==> config.mk <==
export PLATFORM = sky130hd
export DESIGN_NAME = seven_segment_sniffer
export DESIGN_NICKNAME = d
export VERILOG_FILES = /design/src/rtl/seven_segment_pkg.sv /design/src/rtl/seven_segment_to_bin.sv /design/src/rtl/seven_segment_sniffer.sv
export SDC_FILE = /design/constraint.sdc
export NUM_CORES = 1
export LEC_CHECK = 0
export CORE_MARGIN = 2
export CORE_UTILIZATION = 58
export DETAILED_ROUTE_END_ITERATION = 10
export GPL_ROUTABILITY_DRIVEN = 0
export HOLD_SLACK_MARGIN = 0.12
export PLACE_DENSITY = 0.82
export SKIP_CTS_REPAIR_TIMING = 1
export SYNTH_ARGS = -nofsm -noshare
export SYNTH_HDL_FRONTEND = slang
export SYNTH_SLANG_ARGS = --single-unit
==> constraint.sdc <==
create_clock -name clk -period 3.65 [get_ports clk]
set_input_delay 0.73 -clock clk [delete_from_list [all_inputs] [get_ports clk]]
set_output_delay 0.73 -clock clk [all_outputs]
set_load 0.01 [all_outputs]
==> src/rtl/seven_segment_pkg.sv <==
// rtl/seven_segment_pkg.sv - glyph constants and segment-to-nibble decode for the display sniffer
// Contents: SEG_BIT_A..SEG_BIT_G  bit positions of segments a..g on the 7-bit segment bus
//           SEG_0..SEG_F          active-high glyph patterns for hex digits 0..F
//           seg_to_bin()          pattern -> {err, nibble}; unknown patterns give {1, 0}
package seven_segment_pkg;

    localparam int SEG_BIT_A = 0;
    localparam int SEG_BIT_B = 1;
    localparam int SEG_BIT_C = 2;
    localparam int SEG_BIT_D = 3;
    localparam int SEG_BIT_E = 4;
    localparam int SEG_BIT_F = 5;
    localparam int SEG_BIT_G = 6;

    localparam logic [6:0] SEG_0 = 7'h3F;
    localparam logic [6:0] SEG_1 = 7'h06;
    localparam logic [6:0] SEG_2 = 7'h5B;
    localparam logic [6:0] SEG_3 = 7'h4F;
    localparam logic [6:0] SEG_4 = 7'h66;
    localparam logic [6:0] SEG_5 = 7'h6D;
    localparam logic [6:0] SEG_6 = 7'h7D;
    localparam logic [6:0] SEG_7 = 7'h07;
    localparam logic [6:0] SEG_8 = 7'h7F;
    localparam logic [6:0] SEG_9 = 7'h6F;
    localparam logic [6:0] SEG_A = 7'h77;
    localparam logic [6:0] SEG_B = 7'h7C;
    localparam logic [6:0] SEG_C = 7'h39;
    localparam logic [6:0] SEG_D = 7'h5E;
    localparam logic [6:0] SEG_E = 7'h79;
    localparam logic [6:0] SEG_F = 7'h71;

    // Blank (00) and any partial/garbled pattern decode as nibble 0 with err set.
    function automatic logic [4:0] seg_to_bin(input logic [6:0] pattern);
        logic [4:0] r;
        case (pattern)
            SEG_0:   r = 5'h00;
            SEG_1:   r = 5'h01;
            SEG_2:   r = 5'h02;
            SEG_3:   r = 5'h03;
            SEG_4:   r = 5'h04;
            SEG_5:   r = 5'h05;
            SEG_6:   r = 5'h06;
            SEG_7:   r = 5'h07;
            SEG_8:   r = 5'h08;
            SEG_9:   r = 5'h09;
            SEG_A:   r = 5'h0A;
            SEG_B:   r = 5'h0B;
            SEG_C:   r = 5'h0C;
            SEG_D:   r = 5'h0D;
            SEG_E:   r = 5'h0E;
            SEG_F:   r = 5'h0F;
            default: r = 5'h10;
        endcase
        return r;
    endfunction

endpackage

==> src/rtl/seven_segment_to_bin.sv <==
// rtl/seven_segment_to_bin.sv - combinational seven-segment glyph to hex nibble decoder
// Ports: seg    in  [6:0]  segment pattern, bit0 = a .. bit6 = g
//        nibble out [3:0]  decoded hex value (0 when err)
//        err    out        pattern is not a legal hex glyph
module seven_segment_to_bin
    import seven_segment_pkg::*;
(
    input  logic [6:0] seg,
    output logic [3:0] nibble,
    output logic       err
);

    logic [4:0] decoded;

    assign decoded       = seg_to_bin(seg);
    assign {err, nibble} = decoded;

endmodule

==> src/rtl/seven_segment_sniffer.sv <==
// rtl/seven_segment_sniffer.sv - passive multiplexed seven-segment bus receiver and frame assembler
// Ports: clk          in             system clock
//        rst_n        in             asynchronous active-low reset
//        seg          in  [6:0]      segment lines (async), bit0 = a .. bit6 = g
//        an           in  [DIGITS-1:0] one-hot digit enables (async)
//        value        out [4*DIGITS-1:0] last committed frame, digit i at [4i+3:4i]
//        digit_err    out [DIGITS-1:0] per-digit illegal-glyph flags of last frame
//        frame_valid  out            one-cycle pulse when value/digit_err update
//        led_ind      out [3:0]      nibble of the most recently accepted digit
module seven_segment_sniffer
    import seven_segment_pkg::*;
#(
    parameter int DIGITS        = 4,
    parameter int STABLE_CYCLES = 8
)
(
    input  logic                  clk,
    input  logic                  rst_n,
    input  logic [6:0]            seg,
    input  logic [DIGITS-1:0]     an,
    output logic [4*DIGITS-1:0]   value,
    output logic [DIGITS-1:0]     digit_err,
    output logic                  frame_valid,
    output logic [3:0]            led_ind
);

    localparam int               W        = DIGITS + 7;
    localparam logic [7:0]       CNT_MAX  = 8'(STABLE_CYCLES);
    localparam logic [7:0]       CNT_ACC  = 8'(STABLE_CYCLES - 1);
    localparam logic [DIGITS-1:0] ALL_SEEN = '1;

    logic [W-1:0]          sync1;
    logic [W-1:0]          s;
    logic [W-1:0]          p;
    logic [7:0]            cnt;
    logic [6:0]            seg_s;
    logic [DIGITS-1:0]     an_s;
    logic [3:0]            nibble;
    logic                  err;
    logic                  stable;
    logic                  accept;
    logic                  onehot;
    logic [DIGITS-1:0]     take;
    logic                  frame_full;
    logic [4*DIGITS-1:0]   shadow;
    logic [DIGITS-1:0]     err_shadow;
    logic [DIGITS-1:0]     seen;

    assign seg_s  = s[6:0];
    assign an_s   = s[W-1:7];
    assign stable = (s == p);

    // Fires on the single cycle where the window first reaches full length;
    // the counter then saturates so a long hold never re-accepts.
    assign accept = stable && (cnt == CNT_ACC);

    // x & (x-1) clears the lowest set bit, so zero remainder means at most one bit set.
    assign onehot = (an_s != '0) && ((an_s & (an_s - DIGITS'(1))) == '0);

    // With a guaranteed one-hot enable, the enable itself is the per-digit write strobe.
    assign take       = (accept && onehot) ? an_s : '0;
    assign frame_full = (seen == ALL_SEEN);

    seven_segment_to_bin u_dec (
        .seg    (seg_s),
        .nibble (nibble),
        .err    (err)
    );

    always_ff @(posedge clk or negedge rst_n) begin
        if (!rst_n) begin
            sync1 <= '0;
            s     <= '0;
            p     <= '0;
        end else begin
            sync1 <= {an, seg};
            s     <= sync1;
            p     <= s;
        end
    end

    always_ff @(posedge clk or negedge rst_n) begin
        if (!rst_n) begin
            cnt <= '0;
        end else if (!stable) begin
            cnt <= '0;
        end else if (cnt < CNT_MAX) begin
            cnt <= cnt + 8'd1;
        end
    end

    always_ff @(posedge clk or negedge rst_n) begin
        if (!rst_n) begin
            shadow     <= '0;
            err_shadow <= '0;
            led_ind    <= '0;
        end else begin
            for (int i = 0; i < DIGITS; i++) begin
                if (take[i]) begin
                    shadow[4*i +: 4] <= nibble;
                    err_shadow[i]    <= err;
                end
            end
            if (take != '0) begin
                led_ind <= nibble;
            end
        end
    end

    // Commit the cycle after seen fills; an accept landing in the commit cycle
    // starts the next frame rather than being lost.
    always_ff @(posedge clk or negedge rst_n) begin
        if (!rst_n) begin
            seen        <= '0;
            value       <= '0;
            digit_err   <= '0;
            frame_valid <= 1'b0;
        end else begin
            seen        <= (frame_full ? '0 : seen) | take;
            frame_valid <= frame_full;
            if (frame_full) begin
                value     <= shadow;
                digit_err <= err_shadow;
            end
        end
    end

endmodule

After elaboration in Yosys (flattened, before gate mapping) --
Cells that the tools add are included.
Word-level totals: logic and storage cells 53, output and inout bits 25, memories kept 0, RAM bits 0, memory bits (read-only) 0, flip-flop bits (word level) 90, input bits 13, latch bits 0
Operators by class: eq/ne operators 20, shift operators 0, reductions and logical operators 6, magnitude comparators 1, multipliers 0, bitwise logic cells 2, div/mod/pow operators 0, add/subtract/negate cells 2, multiplexer cells 5
Operator list (count):
- == test 7 bit, second input constant | 12
- one-hot mux 5 bit (16 select lines) | 1
- two-way mux 8 bit | 2
- == test 7 x 3 -> 1 bit, second input constant | 2
- == test 7 x 6 -> 1 bit, second input constant | 2
- == test 11 bit | 1
- adder 8 x 1 -> 8 bit, second input constant | 1
- == test 8 x 3 -> 1 bit, second input constant | 1
- < comparator 8 x 4 -> 1 bit, second input constant | 1
- two-way mux 4 bit | 2
- nonzero test 4 bit | 2
- AND 4 bit | 1
- == test 4 bit, second input constant | 1
- zero test 4 bit | 1
- OR 4 bit | 1
- subtractor 4 x 1 -> 4 bit, second input constant | 1
- logical AND 1 bit | 3
- inequality test 2 x 1 -> 1 bit, second input constant | 1

Logic depth before layout (Yosys ltp) --
Gate-level depths: netlist of the first run.
word-level depth 7, mapped depth 7, gate-level depth less buffers 5

By module --
From an unflattened synthesis of the first run, not the netlist that was laid out.
Second synthesis, totals: cell total of the unflattened synthesis 286, area, all modules 3464.6 µm²
Modules (own cells, without submodules):
- seven_segment_sniffer | cells an instance 233, area each 3125.5 µm², instances 1, sequential area each 2252.2 µm²
- seven_segment_to_bin | cells an instance 53, area each 339.1 µm², instances 1, sequential area each 0.0 µm²

Least setup slack after synthesis of the first run --
Ideal clock, no wire load.
path kind register to register, from reg cnt[4], to reg err_shadow[2], clock period less this slack 1.888 ns, path slack 1.762 ns, required time 3.522 ns, data arrival time 1.760 ns, path buffers 0, cell stages (with the launch flop) 6, library setup time 0.128 ns, path through dfrtp_1 -> or4_4 -> nor2_4 -> and3_4 -> nand3_4 -> mux2_1
Between the ends: longest elaborated chain between the ends 4
RTL lines:
- from (decl) | line seven_segment_sniffer.sv:35 | logic [7:0] cnt;
- from (signal assigned) | line seven_segment_sniffer.sv:88 | cnt <= cnt + 8'd1;
- == test 8 x 3 -> 1 bit | line seven_segment_sniffer.sv:55 | assign accept = stable && (cnt == CNT_ACC);
- logical AND 1 bit | line seven_segment_sniffer.sv:55
- logical AND 1 bit | line seven_segment_sniffer.sv:61 | assign take = (accept && onehot) ? an_s : '0;
- two-way mux 4 bit | line seven_segment_sniffer.sv:61
- to (signal, indexed assignment) | line seven_segment_sniffer.sv:101 | err_shadow[i] <= err;
- to (decl) | line seven_segment_sniffer.sv:46 | logic [DIGITS-1:0] err_shadow;
No other way between the ends. A chain may end at the register's enable or synchronous reset.

Worst setup path in the final report of the first run --
from reg s[4], to reg err_shadow[2]
Between the ends: longest elaborated chain between the ends 4, elaborated cells between the ends (all ways) 21
RTL lines:
- from (decl) | line seven_segment_sniffer.sv:33 | logic [W-1:0] s;
- from (signal assigned) | line seven_segment_sniffer.sv:77 | s <= sync1;
- branches (longest 4 deep; another with one-hot mux 5 bit (16 select lines))
Parallel ways; which one is timed is not known.

==> results.yml, run 1 <==
outcome:
  status: "completed"
power_and_ir_drop:
  ir_drop_mv: 0.298
  p_clk_frac: 0.370
  p_leak_nw: 2.01
  p_sw_uw: 397
  internal_power_mw: 1.36
  pwr_density_cell_nw_per_um2: 422
  sw_frac_of_total: 0.226
  p_comb_frac: 0.039
  pwr-share-seq: 0.591
routing:
  avgRoutedWirePerCell_um: 14.1
  viasPerCell: 5.32
  dr.pass1.iters: 4
  drtAntennaViolNets: 0
  post-route-drc-count: 0
  drt-initial-drc-count: 196
  vias: 2159
  finalWirelength_um: 5730
floorplan:
  start_util: 0.601
  core_area_um2: 5960
  ios: 38
  die_area_um2: 6810
  fp.dieW_um: 82.5
  row_count: 28
  dieHeight_um: 82.5
clock_network:
  clockBufferDepth: 2
  clock_sinks: 90
  clkLatencyLatePin_ps: 350
  cts_made_buffers: 9
  path_clk_slew_ps: 80
  cts_root_buffer: "clkbuf_8"
  cts_tree: "done"
  htree_levels: 3
setup_path:
  crit_chain: "xnor2_1, nand4_1, nor3_4, nand3_4, mux2_1"
  cp_max_fo: 15
  critPathSlowestCell: "nor3_4"
  path_class: "flip-flop to flip-flop"
  start_kind: "flip-flop"
  cp_num_buf_inv: 0
  cp_top_family: "simple AND/OR/NAND/NOR gates"
  cp_slowest_stage_delay_ps: 650
  cp-end-kind: "flip-flop"
  worst_ep_arrival_time_ps: 2520
  cp.required_ps: 3890
synthesis:
  yosys.area.top_type_share: 0.629
  synth.most_common_cell: "dfrtp_1"
  syn_inst: 291
  syn-cell-area_um2: 3580
  synth_edf_count: 0
  yosysSeqAreaShare: 0.629
  synthesis.nets: 305
  synth_largest_area_cell: "dfrtp_1"
  netlist_top_cells_count: "90 x dfrtp_1, 75 x nand2_1, 17 x mux2_2"
  synthFlopType: "dfrtp_1"
  avgSynthCellArea_um2: 12.3
  synthArstFlopShare: 1.00
  synth-seq-cells: 90
  yosysWarnings: 0
  synth.distinct_cells: 45
  synth.area.top_cells: "dfrtp_1 63%, nand2_1 7.9%, mux2_2 5.3%, xnor2_1 2.7%, mux2_1 2.2%"
timing:
  worst_slew_pin_slew_ps: 1070
  hold_viol_final: 0
  finalSetupViolCount: 0
  max_clock_freq_mhz: 438
  min_period_ps: 2280
  rsz0062_at_grt: "no"
  setup_tns_ps: 0
  skew_ps: 8.45
  finalMaxSlewViolations: 0
  setup_slack_ps: 1370
  finalCritPeriodShare: 0.625
  relSlewSlack: 0.284
placement:
  dp_cells: 391
  io_buffers: 37
  place_ws_ps: 1360
  hpwl_um: 3730
global_route:
  grt_overflow: 0
  antenna_found_initial: 0
  grt_max_degree: 91
  grt_pass1_vias: 2103
  grt_pass1_wl_um: 10100
  grt_usage: 0.203
job:
  maxCapViolCount: 0
min_path:
  hold_class: "flip-flop to flip-flop"
finish:
  final_layout_size_suffix_gt1_frac: 0.139
  diodes: 0
  layoutNonFillerInstCount: 406
  area_growth_pct: 16.3
  final_core_utilization: 0.699
  nNetsFinal: 341
## per-stage QoR
stage / hold slack, ps / power [mW] / cell area, um^2
5_1_grt: 359 / 1.84 / 4160
2_1_floorplan: 331 / 1.09 / 3580
3_5_place_dp: 336 / 1.13 / 3970
6_report: 351 / 1.76 / 4160
4_1_cts: 355 / 1.78 / 4160
3_3_place_gp: 332 / 1.13 / 3970
## power groups by stage
| stage | registers [mW] | logic [mW] | clock network, mW |
|---|---|---|---|
| after floorplan | 1.04 | 0.0461 | 0 |
| after global placement | 1.06 | 0.0689 | 0 |
| after detailed placement | 1.06 | 0.0702 | 0 |
| after CTS | 1.04 | 0.0704 | 0.672 |
| after global routing | 1.04 | 0.0792 | 0.714 |
| final | 1.04 | 0.0682 | 0.650 |
## logic make-up (layout without fill, tap and decap cells)
family	after synthesis	count (layout)	synth area share
adder cells (fa/ha/maj)	1	1	0.00350
flip-flops	90	90	0.629
multiplexers	26	26	0.0811
buffers and inverters	15	55	0.0252
XOR/XNOR	15	15	0.0367
AND/OR/NAND/NOR	128	128	0.192
AO/OA/AOI/OAI	16	16	0.0318
## layer usage
metal / wire length (um) / vias to the layer above / global-route usage
met2: 2740 / 53 / 0.313
met5: 0 / - / 0
li1: - / 1046 / -
met1: 2650 / 1051 / 0.270
met4: 86 / 0 / 0.0820
met3: 251 / 9 / 0.0630
## path summary, 6_finish.rpt
path                           from       endpoint  slack (ps)  cells after the start
min                        sync1[0]           s[0]         350                      0
max reg2reg                    s[4]  err_shadow[2]        1370                      5
max in group asynchronous     rst_n         cnt[4]        2400                      1
max                            s[4]  err_shadow[2]        1370                      5
min in group asynchronous     rst_n         cnt[1]         560                      1
min reg2reg                sync1[0]           s[0]         350                      0
## state kept, by name, indices dropped and copies added, names as in the netlist, 8 cells and up
name    flops
value      16
p          11
shadow     16
s          11
cnt         8
sync1      11
## worst reg2reg max path: cells and delay by family, from the launching register on
kind | cells | cell delay (ps)
XOR/XNOR | 1 | 170
flip-flops | 1 | 610
multiplexers | 1 | 360
AND/OR/NAND/NOR | 3 | 1030
## layout by cell type, fill, tap and decap left out, types with 5 or more instances in the layout
cell             count
dfrtp_1             90
nand2_1             75
clkdlybuf4s50_1     36
mux2_2              17
xnor2_1             11
nor2_1               9
clkbuf_8             9
nand3_1              7
mux2_1               7
nor4b_1              5
o21ai_0              5
a21oi_1              5
## cell type report
type / count / area, um^2
Sequential cell: 90 / 2250
Inverter: 1 / 3.75
Timing Repair Buffer: 39 / 383
Fill cell: 430 / 1790
Multi-Input combinational cell: 186 / 1240
Clock inverter: 6 / 68.8
Tap cell: 75 / 93.8
Clock buffer: 9 / 124
Power figures use the tool's default switching activity.
==> inputs of run 2 (changes only) <==
--- a/config.mk
+++ b/config.mk
@@ -6,11 +6,11 @@
 export NUM_CORES = 1
 export LEC_CHECK = 0
 export CORE_MARGIN = 2
-export CORE_UTILIZATION = 58
+export CORE_UTILIZATION = 56
 export DETAILED_ROUTE_END_ITERATION = 10
 export GPL_ROUTABILITY_DRIVEN = 0
 export HOLD_SLACK_MARGIN = 0.12
-export PLACE_DENSITY = 0.82
+export PLACE_DENSITY = 0.8
 export SKIP_CTS_REPAIR_TIMING = 1
 export SYNTH_ARGS = -nofsm -noshare
 export SYNTH_HDL_FRONTEND = slang
==> constraint.sdc (replaced) <==
create_clock -name clk -period 2.3 [get_ports clk]
set_input_delay 0.46 -clock clk [delete_from_list [all_inputs] [get_ports clk]]
set_output_delay 0.46 -clock clk [all_outputs]
set_load 0.01 [all_outputs]
==> run 2 against run 1 <==
Fmax rose by 12%. Final cell count grew 2.2%. Die area up 3.4%. Register-to-register slack worse by 1100 ps. Worst setup slack worse by 1100 ps. Cell area is 1.4% higher. Hold slack worse by 4.2 ps. Critical path type unchanged. Highest routed layer unchanged.
==> results.yml, run 2 (synthesis gave the netlist of run 1 again) <==
outcome:
  status: "completed"
clock_network:
  cts_tree: "done"
  clkLatencyLatePin_ps: 350
  clockBufferDepth: 2
  htree_levels: 3
  clock_sinks: 90
  cts_root_buffer: "clkbuf_8"
  cts_made_buffers: 9
  path_clk_slew_ps: 80
global_route:
  antenna_found_initial: 0
  grt_max_degree: 54
  grt_usage: 0.186
  grt_overflow: 0
  grt_pass1_vias: 2141
  grt_pass1_wl_um: 10300
placement:
  place_ws_ps: 280
  hpwl_um: 4040
  io_buffers: 37
routing:
  viasPerCell: 5.27
  wl_met1_um: 2670
  avgRoutedWirePerCell_um: 14.0
  top_layer: "met4"
  finalWirelength_um: 5820
  met2_length_um: 2850
  wl_met3_um: 192
  dr.pass1.iters: 4
  vias: 2185
  post-route-drc-count: 0
  drtAntennaViolNets: 0
  drt-initial-drc-count: 85
setup_path:
  cp-end-kind: "flip-flop"
  timing.rr.end: "err_shadow[2]"
  reg2reg_slack_ps: 270
  worstRegToRegCells: 6
  worst_ep_arrival_time_ps: 2250
  start_kind: "flip-flop"
  cp_max_fo: 15
  path_class: "flip-flop to flip-flop"
  r2r-start: "s[4]"
  cp.required_ps: 2530
timing:
  whs_ps: 347
  skew_ps: 15.9
  setup_tns_ps: 0
  max_clock_freq_mhz: 493
  setup_slack_ps: 272
  relSlewSlack: 0.595
  finalCritPeriodShare: 0.882
  finalMaxSlewViolations: 0
  hold_viol_final: 0
  rsz0062_at_grt: "no"
  min_period_ps: 2030
  finalSetupViolCount: 0
  worst_slew_pin_slew_ps: 607
power_and_ir_drop:
  p_clk_frac: 0.364
  p_leak_nw: 2.03
  internal_power_mw: 2.17
  sw_frac_of_total: 0.219
  p_comb_frac: 0.043
  pwr_density_cell_nw_per_um2: 658
  p_sw_uw: 608
  ir_drop_mv: 0.456
  pwr-share-seq: 0.593
  power.total_mw: 2.77
min_path:
  holdPathStages: 0
  worstHoldStart: "sync1[6]"
  whs_endpoint: "s[6]"
  hold_class: "flip-flop to flip-flop"
floorplan:
  ios: 38
  die_area_um2: 7050
  fp.dieW_um: 83.9
  dieHeight_um: 83.9
  core_area_um2: 6280
  row_count: 29
  start_util: 0.570
finish:
  final_core_utilization: 0.672
  layout_commonest_cell: "dfrtp_1"
  final_layout_size_suffix_gt1_frac: 0.148
  nNetsFinal: 347
  area_growth_pct: 17.9
  final_cell_mix: "90 x dfrtp_1, 75 x nand2_1, 36 x clkdlybuf4s50_1"
  diodes: 0
  reg_top3: "shadow: 16 flops, value: 16 flops"
job:
  maxCapViolCount: 0
[run 2: cell count changes in the layout (fill, tap and decap cells not counted)]
cell | previous run | this run
clkbuf_1 | 0 | 2
buf_12 | 0 | 1
dlygate4sd3_1 | 0 | 1
clkinvlp_4 | 1 | 2
buf_4 | 3 | 7
clkinv_2 | 1 | 2
clkinv_4 | 3 | 0
[run 2: metal layers]
metal  up-vias  GRT usage
met5         -          0
met4         0     0.0704
met3        12     0.0455
met2        45      0.290
met1      1066      0.256
li1       1062          -
[run 2: worst max-delay path, stage by stage, from the launching register on]
cell,delay (ps)
dfrtp_1,640
xnor2_1,170
nand4_1,170
nor3_4,180
buf_4,250
nand3_4,140
mux2_1,350
[run 2: how the worst max path moves through the flow]
| stage | from | end | cells after the start |
|---|---|---|---|
| 2_1_floorplan | cnt[4] | err_shadow[2] | 5 |
| 3_3_place_gp | s[4] | err_shadow[2] | 6 |
| 3_5_place_dp | s[4] | shadow[9] | 6 |
| 4_1_cts | s[4] | shadow[11] | 6 |
| 5_1_grt | s[4] | err_shadow[2] | 6 |
| 6_report | s[4] | err_shadow[2] | 6 |
[run 2: cell type report]
class                           count  area (um^2)
Clock buffer                       11          131
Clock inverter                      5         55.1
Fill cell                         495         2060
Inverter                            1         3.75
Multi-Input combinational cell    186         1240
Sequential cell                    90         2250
Tap cell                           77         96.3
Timing Repair Buffer               45          443
[run 2: per-stage QoR]
stage,area [um^2],instances
3_5_place_dp,4020,398
2_1_floorplan,3580,291
6_report,4220,415
5_1_grt,4220,415
3_3_place_gp,4020,398
4_1_cts,4210,414
[run 2: power by group through the flow]
stage / sequential (mW) / combinational, mW / clock (mW)
after floorplan: 1.66 / 0.0732 / 0
after global placement: 1.67 / 0.118 / 0
after detailed placement: 1.68 / 0.121 / 0
after CTS: 1.65 / 0.121 / 1.03
after global routing: 1.65 / 0.134 / 1.11
final: 1.65 / 0.118 / 1.01
==> inputs of run 3 (changes only) <==
--- a/config.mk
+++ b/config.mk
@@ -5,12 +5,13 @@
 export SDC_FILE = /design/constraint.sdc
 export NUM_CORES = 1
 export LEC_CHECK = 0
+export CAP_MARGIN = 25
 export CORE_MARGIN = 2
-export CORE_UTILIZATION = 56
+export CORE_UTILIZATION = 50
 export DETAILED_ROUTE_END_ITERATION = 10
 export GPL_ROUTABILITY_DRIVEN = 0
 export HOLD_SLACK_MARGIN = 0.12
-export PLACE_DENSITY = 0.8
+export PLACE_DENSITY = 0.73
 export SKIP_CTS_REPAIR_TIMING = 1
 export SYNTH_ARGS = -nofsm -noshare
 export SYNTH_HDL_FRONTEND = slang
==> run 3 against run 2 <==
First-iteration DRC count shrank 11%. Non-clock buffer count grew 1. Core utilization shrank 5.7 points. Critical path depth is the same. Final cell count grew 4.3%. Fmax grew 2.8%. Die area grew 11%. Clock-buffer cell count grew 1. Clock skew shrank 2.0 ps. Combinational power is essentially flat. Sequential share of layout area shrank 0.063 points. Worst setup slack gained 56 ps. Largest cell class unchanged. Highest routed layer unchanged.
==> results.yml, run 3 (synthesis gave the netlist of run 1 again) <==
floorplan:
  row_count: 30
  start_util: 0.521
  ios: 38
  core_area_um2: 6870
  dieHeight_um: 88.6
  die_area_um2: 7850
  fp.dieW_um: 88.6
routing:
  post-route-drc-count: 0
  viasPerCell: 5.03
  vias: 2179
  drt-initial-drc-count: 76
  drtAntennaViolNets: 0
  finalWirelength_um: 5720
  avgRoutedWirePerCell_um: 13.2
  dr.pass1.iters: 4
setup_path:
  cp-end-kind: "flip-flop"
  start_kind: "flip-flop"
  r2r-start: "s[3]"
  cp_num_buf_inv: 1
  worst_ep_arrival_time_ps: 2220
  cp_slowest_stage_delay_ps: 610
  cp.required_ps: 2540
  critPathLaunch: "s[3]"
  path_class: "flip-flop to flip-flop"
  critPathSlowestCell: "dfrtp_1"
  cp_top_family: "flip-flops"
  crit_chain: "xnor2_1, nand3_1, nor3_4, buf_4, nand3_4, mux2_1"
  cp_max_fo: 14
global_route:
  grt_pass1_wl_um: 9840
  grt_pass1_vias: 2046
  grtUsageMet3: 0.0532
  grt_overflow: 0
  use_met1: 0.223
  grt_max_degree: 80
  gr-max-usage-layer: "met2"
  grt_usage: 0.168
  grt_util_met2: 0.267
  antenna_found_initial: 0
clock_network:
  htree_levels: 3
  clockBufferDepth: 2
  cts_tree: "done"
  cts_root_buffer: "clkbuf_8"
  clock_sinks: 90
  clkLatencyLatePin_ps: 360
  path_clk_slew_ps: 80
  cts_made_buffers: 9
placement:
  hpwl_um: 3910
  post_dp_cell_area_um2: 4050
  place_ws_ps: 304
  io_buffers: 37
timing:
  setup_slack_ps: 328
  finalMaxSlewViolations: 0
  finalSetupViolCount: 0
  skew_ps: 13.9
  setup_tns_ps: 0
  worst_slew_pin_slew_ps: 611
  hold_viol_final: 0
  rsz0062_at_grt: "no"
  relSlewSlack: 0.593
  finalCritPeriodShare: 0.858
  min_period_ps: 1970
  max_clock_freq_mhz: 507
power_and_ir_drop:
  pwr-share-seq: 0.614
  p_leak_nw: 2.02
  ir_drop_mv: 0.449
  p_sw_uw: 603
  p_comb_frac: 0.044
  pwr_density_cell_nw_per_um2: 635
  sw_frac_of_total: 0.225
  internal_power_mw: 2.08
  p_clk_frac: 0.342
finish:
  layout_commonest_cell: "dfrtp_1"
  final_cell_mix: "90 x dfrtp_1, 75 x nand2_1, 36 x clkdlybuf4s50_1"
  area_growth_pct: 18.0
  diodes: 0
  reg_top3: "shadow: 16 flops, value: 16 flops"
  stdcell_area_um2: 4220
  nNetsFinal: 348
  final_layout_size_suffix_gt1_frac: 0.145
min_path:
  worstHoldStart: "sync1[8]"
  hold_class: "flip-flop to flip-flop"
outcome:
  status: "completed"
job:
  maxCapViolCount: 0
==> run 3: final timing paths <==
check                                  end  slack [ps]  cells past startpoint
worst min-delay path                  s[8]         350                      0
min in group asynchronous        shadow[0]         480                      2
max in group asynchronous         sync1[3]        1190                      3
worst max-delay path            shadow[11]         330                      6
worst max register to register  shadow[11]         330                      6
worst min register to register        s[8]         350                      0
==> run 3: routing by layer <==
metal / vias to the layer above / part of all wire
met1: 1068 / 0.46
met3: 6 / 0.041
met4: 0 / 0.014
li1: 1059 / -
met5: - / 0
met2: 46 / 0.49
==> run 3: stage by stage <==
step | instances | power [mW] | hold slack (ps) | util
floorplan | 291 | 1.73 | 164 | -
global placement | 418 | 1.80 | 309 | 0.590
detailed placement | 418 | 1.80 | 312 | 0.590
CTS | 432 | 2.71 | -77.4 | 0.613
global route | 433 | 2.80 | 361 | 0.615
finish | 433 | 2.68 | 350 | 0.615
==> run 3: cell type report <==
cell class / count / area (um^2)
fill: 578 / 2650
sequential: 90 / 2250
multi-input combinational: 186 / 1240
timing repair buffer: 46 / 450
clock buffer: 12 / 145
tap: 96 / 120
clock inverter: 2 / 15.0
inverter: 1 / 3.75
==> run 3: power by group through the flow <==
| stage | logic (mW) | registers (mW) | clock network, mW |
|---|---|---|---|
| after floorplan | 0.0732 | 1.66 | 0 |
| after global placement | 0.120 | 1.68 | 0 |
| after detailed placement | 0.121 | 1.68 | 0 |
| after CTS | 0.121 | 1.65 | 0.937 |
| after global routing | 0.134 | 1.65 | 1.01 |
| final | 0.118 | 1.65 | 0.917 |
